--- config.mk ---
export PLATFORM = sky130hd
export DESIGN_NAME = ghost_mode_ctrl_flat
export DESIGN_NICKNAME = d
export VERILOG_FILES = /design/src/rtl/ghost_mode_ctrl_if.sv /design/src/rtl/ghost_mode_ctrl.sv /design/src/flat_wrapper.sv
export SDC_FILE = /design/constraint.sdc
export NUM_CORES = 1
export LEC_CHECK = 0
export ABC_AREA = 1
export BUFFER_PORTS_ARGS = -buffer_cell sky130_fd_sc_hd__buf_2
export CELL_PAD_IN_SITES_DETAIL_PLACEMENT = 1
export CELL_PAD_IN_SITES_GLOBAL_PLACEMENT = 1
export CORE_MARGIN = 10
export CORE_UTILIZATION = 49
export CTS_CLUSTER_SIZE = 40
export DETAILED_ROUTE_END_ITERATION = 12
export PLACE_DENSITY = 0.94
export RECOVER_POWER = 100
export SLEW_MARGIN = 40
export SYNTH_ARGS = -nofsm -noshare
export SYNTH_HDL_FRONTEND = slang
export SYNTH_SLANG_ARGS = --single-unit
export TNS_END_PERCENT = 20
--- constraint.sdc ---
create_clock -name clk -period 4.8 [get_ports clk]
set_input_delay 0.24 -clock clk [delete_from_list [all_inputs] [get_ports clk]]
set_output_delay 0.24 -clock clk [all_outputs]
set_load 0.02 [all_outputs]
--- src/rtl/ghost_mode_ctrl_if.sv ---
// Control/status bundle between the ghost mode scheduler and the game logic.
interface ghost_mode_ctrl_if;
  logic       start;
  logic       pause;
  logic       pellet;
  logic       isScatter;
  logic       isChase;
  logic       isFright;
  logic       fright_flash;
  logic       reverse;
  logic [2:0] phase;

  modport master (
    output start, pause, pellet,
    input  isScatter, isChase, isFright, fright_flash, reverse, phase
  );

  modport slave (
    input  start, pause, pellet,
    output isScatter, isChase, isFright, fright_flash, reverse, phase
  );
endinterface

--- src/rtl/ghost_mode_ctrl.sv ---
// Global scatter/chase/frightened scheduler shared by all ghosts; power pellets
// pre-empt the timed schedule, which resumes from its held counts afterwards.
module ghost_mode_ctrl #(
  parameter int unsigned SEC_TICKS  = 25_000_000,
  parameter int unsigned SCAT1_SEC  = 7,
  parameter int unsigned SCAT2_SEC  = 5,
  parameter int unsigned CHASE_SEC  = 20,
  parameter int unsigned FRIGHT_SEC = 6,
  parameter int unsigned FLASH_SEC  = 2
) (
  input logic              clk,
  input logic              reset_n,
  ghost_mode_ctrl_if.slave bus
);

  localparam int unsigned PRE_W   = (SEC_TICKS > 1) ? $clog2(SEC_TICKS) : 1;
  localparam int unsigned SEC_W   = 6;
  localparam int unsigned PH_W    = 3;
  localparam int unsigned FR_LAST = (FRIGHT_SEC == 0) ? 0 : FRIGHT_SEC - 1;
  localparam logic [PRE_W-1:0] PRE_MAX  = PRE_W'(SEC_TICKS - 1);
  localparam logic [PH_W-1:0]  PH_FINAL = PH_W'(7);

  typedef enum logic [1:0] {IDLE, SCATTER, CHASE, FRIGHT} state_t;

  state_t           state, stateNext;
  logic [PH_W-1:0]  phase, phaseNext;
  logic [PRE_W-1:0] schedPre, schedPreNext, frPre, frPreNext;
  logic [SEC_W-1:0] schedSec, schedSecNext, frSec, frSecNext;
  logic             revNext;
  logic             scatNext, chaseNext, frightNext, flashNext;
  logic             inSched, schedTick, phaseExpire, frTick, frExpire, pelletOk;

  function automatic logic [SEC_W-1:0] phaseDur(input logic [PH_W-1:0] ph);
    case (ph)
      3'd0, 3'd2: phaseDur = SEC_W'(SCAT1_SEC);
      3'd4, 3'd6: phaseDur = SEC_W'(SCAT2_SEC);
      default:    phaseDur = SEC_W'(CHASE_SEC);
    endcase
  endfunction

  // State and counter register
  always_ff @(posedge clk) begin
    if (!reset_n) begin
      state            <= IDLE;
      phase            <= '0;
      schedPre         <= '0;
      schedSec         <= '0;
      frPre            <= '0;
      frSec            <= '0;
      bus.isScatter    <= 1'b0;
      bus.isChase      <= 1'b0;
      bus.isFright     <= 1'b0;
      bus.fright_flash <= 1'b0;
      bus.reverse      <= 1'b0;
      bus.phase        <= '0;
    end else begin
      state            <= stateNext;
      phase            <= phaseNext;
      schedPre         <= schedPreNext;
      schedSec         <= schedSecNext;
      frPre            <= frPreNext;
      frSec            <= frSecNext;
      bus.isScatter    <= scatNext;
      bus.isChase      <= chaseNext;
      bus.isFright     <= frightNext;
      bus.fright_flash <= flashNext;
      bus.reverse      <= revNext;
      bus.phase        <= phaseNext;
    end
  end

  assign inSched     = (state == SCATTER) || (state == CHASE);
  assign schedTick   = inSched && !bus.pause && (schedPre == PRE_MAX);
  assign phaseExpire = schedTick && (phase != PH_FINAL) &&
                       (schedSec == phaseDur(phase) - SEC_W'(1));
  assign frTick      = (state == FRIGHT) && !bus.pause && (frPre == PRE_MAX);
  assign frExpire    = frTick && (frSec == SEC_W'(FR_LAST));
  assign pelletOk    = bus.pellet && !bus.pause && (FRIGHT_SEC != 0) &&
                       (inSched || (state == FRIGHT));

  // Next-state and counter logic; pause freezes everything
  always_comb begin
    stateNext    = state;
    phaseNext    = phase;
    schedPreNext = schedPre;
    schedSecNext = schedSec;
    frPreNext    = frPre;
    frSecNext    = frSec;
    revNext      = 1'b0;
    if (!bus.pause) begin
      case (state)
        IDLE: begin
          if (bus.start) begin
            stateNext    = SCATTER;
            phaseNext    = '0;
            schedPreNext = '0;
            schedSecNext = '0;
            frPreNext    = '0;
            frSecNext    = '0;
          end
        end
        SCATTER, CHASE: begin
          if (phaseExpire) begin
            phaseNext    = phase + PH_W'(1);
            schedPreNext = '0;
            schedSecNext = '0;
            stateNext    = phaseNext[0] ? CHASE : SCATTER;
            revNext      = 1'b1;
          end else begin
            schedPreNext = schedTick ? '0 : schedPre + PRE_W'(1);
            // Final phase never expires, so its second count stays put
            if (schedTick && (phase != PH_FINAL)) schedSecNext = schedSec + SEC_W'(1);
          end
          if (pelletOk) begin
            stateNext = FRIGHT;
            frPreNext = '0;
            frSecNext = '0;
            revNext   = 1'b1;
          end
        end
        FRIGHT: begin
          frPreNext = frTick ? '0 : frPre + PRE_W'(1);
          if (frTick) frSecNext = frSec + SEC_W'(1);
          if (frExpire) stateNext = phase[0] ? CHASE : SCATTER;
          if (pelletOk) begin
            stateNext = FRIGHT;
            frPreNext = '0;
            frSecNext = '0;
          end
        end
        default: stateNext = IDLE;
      endcase
    end
  end

  // Output decode from the upcoming state, captured by the register above
  always_comb begin
    scatNext   = 1'b0;
    chaseNext  = 1'b0;
    frightNext = 1'b0;
    flashNext  = 1'b0;
    case (stateNext)
      SCATTER: scatNext  = 1'b1;
      CHASE:   chaseNext = 1'b1;
      FRIGHT: begin
        frightNext = 1'b1;
        flashNext  = (32'(frSecNext) + FLASH_SEC) >= FRIGHT_SEC;
      end
      default: ;
    endcase
  end

endmodule

--- src/flat_wrapper.sv ---
// flat-port wrapper written by rule: the top's interface ports become plain ports
module ghost_mode_ctrl_flat 
#(
  parameter int unsigned SEC_TICKS  = 25_000_000,
  parameter int unsigned SCAT1_SEC  = 7,
  parameter int unsigned SCAT2_SEC  = 5,
  parameter int unsigned CHASE_SEC  = 20,
  parameter int unsigned FRIGHT_SEC = 6,
  parameter int unsigned FLASH_SEC  = 2
)
  (clk, reset_n, bus_start, bus_pause, bus_pellet, bus_isScatter, bus_isChase, bus_isFright, bus_fright_flash, bus_reverse, bus_phase);
  ghost_mode_ctrl_if bus_i ();
  input logic clk;
  input logic reset_n;
  input wire logic [$bits(bus_i.start)-1:0] bus_start;
  input wire logic [$bits(bus_i.pause)-1:0] bus_pause;
  input wire logic [$bits(bus_i.pellet)-1:0] bus_pellet;
  output wire logic [$bits(bus_i.isScatter)-1:0] bus_isScatter;
  output wire logic [$bits(bus_i.isChase)-1:0] bus_isChase;
  output wire logic [$bits(bus_i.isFright)-1:0] bus_isFright;
  output wire logic [$bits(bus_i.fright_flash)-1:0] bus_fright_flash;
  output wire logic [$bits(bus_i.reverse)-1:0] bus_reverse;
  output wire logic [$bits(bus_i.phase)-1:0] bus_phase;
  assign bus_i.start = bus_start;
  assign bus_i.pause = bus_pause;
  assign bus_i.pellet = bus_pellet;
  assign bus_isScatter = bus_i.isScatter;
  assign bus_isChase = bus_i.isChase;
  assign bus_isFright = bus_i.isFright;
  assign bus_fright_flash = bus_i.fright_flash;
  assign bus_reverse = bus_i.reverse;
  assign bus_phase = bus_i.phase;
  ghost_mode_ctrl #(.SEC_TICKS(SEC_TICKS), .SCAT1_SEC(SCAT1_SEC), .SCAT2_SEC(SCAT2_SEC), .CHASE_SEC(CHASE_SEC), .FRIGHT_SEC(FRIGHT_SEC), .FLASH_SEC(FLASH_SEC)) u_core (.clk(clk), .reset_n(reset_n), .bus(bus_i));
endmodule
==> metrics.yaml <==
start_util: 0.503
ys_seq_area_frac: 0.330
grt_max_degree: 19
antenna_found_initial: 0
clkSlewWorstSetupHoldPaths_ns: 0.09
design_area_sq_um: 4610
ff2ff_setup_slack_ns: 1.17
placed_area_sq_um: 4490
cts_buffer_depth: 2
cts_hold_buf: 0
start_kind: "register"
numCtsBuffers: 9
finish.utilization: 0.531
power.internal_uw: 932
drc: 0
grt_pass1_wl_um: 22100
ios: 13
crit_type: "reg -> reg"
die-area_sq_um: 13100
power.density_nw_per_um2: 273
synth_area_sq_um: 4370
synth_edf_count: 0
finalSetupViolCount: 0
synth_flop_cell: "dfxtp_1"
max_cap_viol_count: 0
ys_warn_count: 0
preCtsSetupSlack_ns: 2.06
holdPathEnd: "u_core.schedPre[14]"
endpoint_kind: "register"
synth_cells: 620
holdPathStages: 3
power.switching_uw: 325
rsz0062_at_grt: "no"
synth_top_area_cell: "dfxtp_1"
ir_drop_uv: 160
vias: 4260
synth_area_leaders: "dfxtp_1 33%, nand2_1 12%, inv_1 6.1%"
period_needed_ns: 3.63
worstHoldPathType: "in -> reg"
worstReg2RegStart: "u_core.state[1]"
wl_um: 13400
max_freq_mhz: 276
grt_overflow: 0
core-area_sq_um: 8680
dieWidth_um: 114
maxSlewViolCount: 0
dr.pass1.iters: 5
fin_ws_ns: 1.17
post-cts-setup-buffers: 0
syn_avg_cell_area_sq_um: 7.04
ys_seq_elements: 72
worst_pin_slew_ns: 0.731
vias_per_cell: 5.70
grt_pass1_vias: 4456
slew_headroom: 0.509
p_clk_frac: 0.442
fp.dieH_um: 114
regToRegEndpoint: "u_core.bus.fright_flash"
fin_crit_sh: 0.755
htreeDepth: 3
cts-root-buf: "clkbuf_8"
areaGrowthSynthToFinish_pct: 5.50
synthTopCellsByCount: "135 x nand2_1, 72 x dfxtp_1, 71 x inv_1"
crit_fanout: 14
synthDistinctLibCells: 52
cts_tree: "yes"
netSwitchingFraction: 0.258
cts_resized: 0
p_comb_frac: 0.075
cp.required_ns: 5.05
synth_top_cell_area_share: 0.330
hpwl_um: 9710
hold_path.startpoint: "reset_n"
antenna_cells: 0
num_rows: 34
grt.total_usage: 0.208
pwr-share-seq: 0.483
synthesis.nets: 636
wire_per_inst_um: 17.9
drt_iter0_drc: 273
arrival_ns: 3.88
finClkSkew_ns: 0.0148
ff2ff_path_depth: 19
status: "finished clean"
yosysMostFrequentCell: "nand2_1"
nets: 650
routabilityCongestion: 0.924
clock-sinks: 72
synthArstFlopShare: 0
layout-drive-gt1-share: 0.113
hold_viol: 0
io_buffers: 12
drtAntennaViolNets: 0
p_leak_nw: 1.77
clk_latency_ns: 0.36
finalSetupTns_ns: 0
[cell families after synthesis]
kind of cell,after synthesis,share of synthesized area
AOI/OAI and AO/OA,91,0.128
adders and majority gates,11,0.0315
and+or+nand+nor,339,0.400
xor gates and xnor gates,10,0.0201
buffers and inverters,97,0.0909
DFF,72,0.330
[power groups by stage]
stage               Combinational [mW]  Sequential (mW)  Clock, mW
floorplan                       0.0764            0.622          0
global placement                0.0950            0.620          0
detailed placement               0.101            0.621          0
CTS                              0.102            0.607      0.559
global route                     0.104            0.607      0.584
finish                          0.0942            0.607      0.556
[layout make-up]
cell class | instances | area (sq um)
clock inverters | 4 | 77.6
multi-input cells | 451 | 2430
flip-flops and latches | 72 | 1440
repair buffers | 12 | 50.0
fillers | 1182 | 4070
inverters | 88 | 330
well taps | 108 | 135
clock buffers | 12 | 145
[registers in the layout (all words and copies together), names as in the netlist]
name and cells:
u_core.frPre 25, u_core.schedPre 25, u_core.frSec 6, u_core.schedSec 6, u_core.bus.phase 3, u_core.state 2
u_core.bus.fright_flash 1, u_core.bus.isChase 1, u_core.bus.isFright 1, u_core.bus.isScatter 1, u_core.bus.reverse 1
[worst max-delay path by stage]
stage,from,to,slack (ns),cells past startpoint
2_1_floorplan,u_core.state[1],u_core.bus.fright_flash,2.58,18
3_3_place_gp,u_core.state[1],u_core.bus.fright_flash,2.27,19
3_5_place_dp,u_core.state[0],u_core.schedPre[21],2.06,14
4_1_cts,u_core.state[0],u_core.bus.fright_flash,1.98,19
5_1_grt,u_core.state[1],u_core.bus.fright_flash,0.86,19
6_report,u_core.state[1],u_core.bus.fright_flash,1.17,19
[per-layer routing]
metal | track usage | up-vias | routed length, um
met3 | 0.0367 | 42 | 491
met1 | 0.241 | 2062 | 5790
met5 | 0 | - | 0
met4 | 0.0961 | 0 | 442
li1 | - | 2053 | -
met2 | 0.362 | 103 | 6650
[worst max-delay path, cell delays in order, from the launching register on]
cell	delay, ns
dfxtp_1	0.44
inv_1	0.08
ha_1	0.25
nor2_1	0.48
nand2_1	0.33
nand2_1	0.27
nand2_8	0.15
inv_1	0.34
nand2_1	0.13
nand2_1	0.10
nand2_1	0.06
nand2_1	0.13
inv_1	0.06
ha_1	0.28
nand2_1	0.08
nand2_1	0.05
nor2_1	0.08
nand2_1	0.06
nor2_1	0.09
nor2_1	0.04
[per-stage QoR]
step / instances / power (mW) / hold WS (ns)
2_1_floorplan: 620 / 0.698 / 0.390
3_3_place_gp: 731 / 0.715 / 0.447
3_5_place_dp: 731 / 0.721 / 0.461
4_1_cts: 747 / 1.27 / 0.221
5_1_grt: 747 / 1.30 / 0.248
6_report: 747 / 1.26 / 0.221
[placed cells by master, fill, tap and decap left out, types with 2 or more instances in the layout]
master,instances
xor2_1,8
o221ai_1,2
nand3_2,4
buf_2,4
nand2_1,143
a21oi_1,36
nand3b_1,2
o21ai_0,23
nor4_1,3
inv_2,11
dfxtp_1,72
nand3_1,38
o21a_1,2
a31oi_1,3
nor3_2,4
clkbuf_8,10
nor3b_2,2
nor2_1,74
bufinv_16,2
clkinv_4,2
nor3_1,23
o21bai_1,2
nand2_2,6
clkbuf_1,10
and3_1,3
o22ai_1,2
o211ai_1,2
nor2_4,10
xnor2_1,2
a211oi_1,11
ha_1,11
nand4_1,11
inv_1,76
a22oi_1,2
nor2_2,8
nor3_4,2
(Power assumes the default switching activity.)
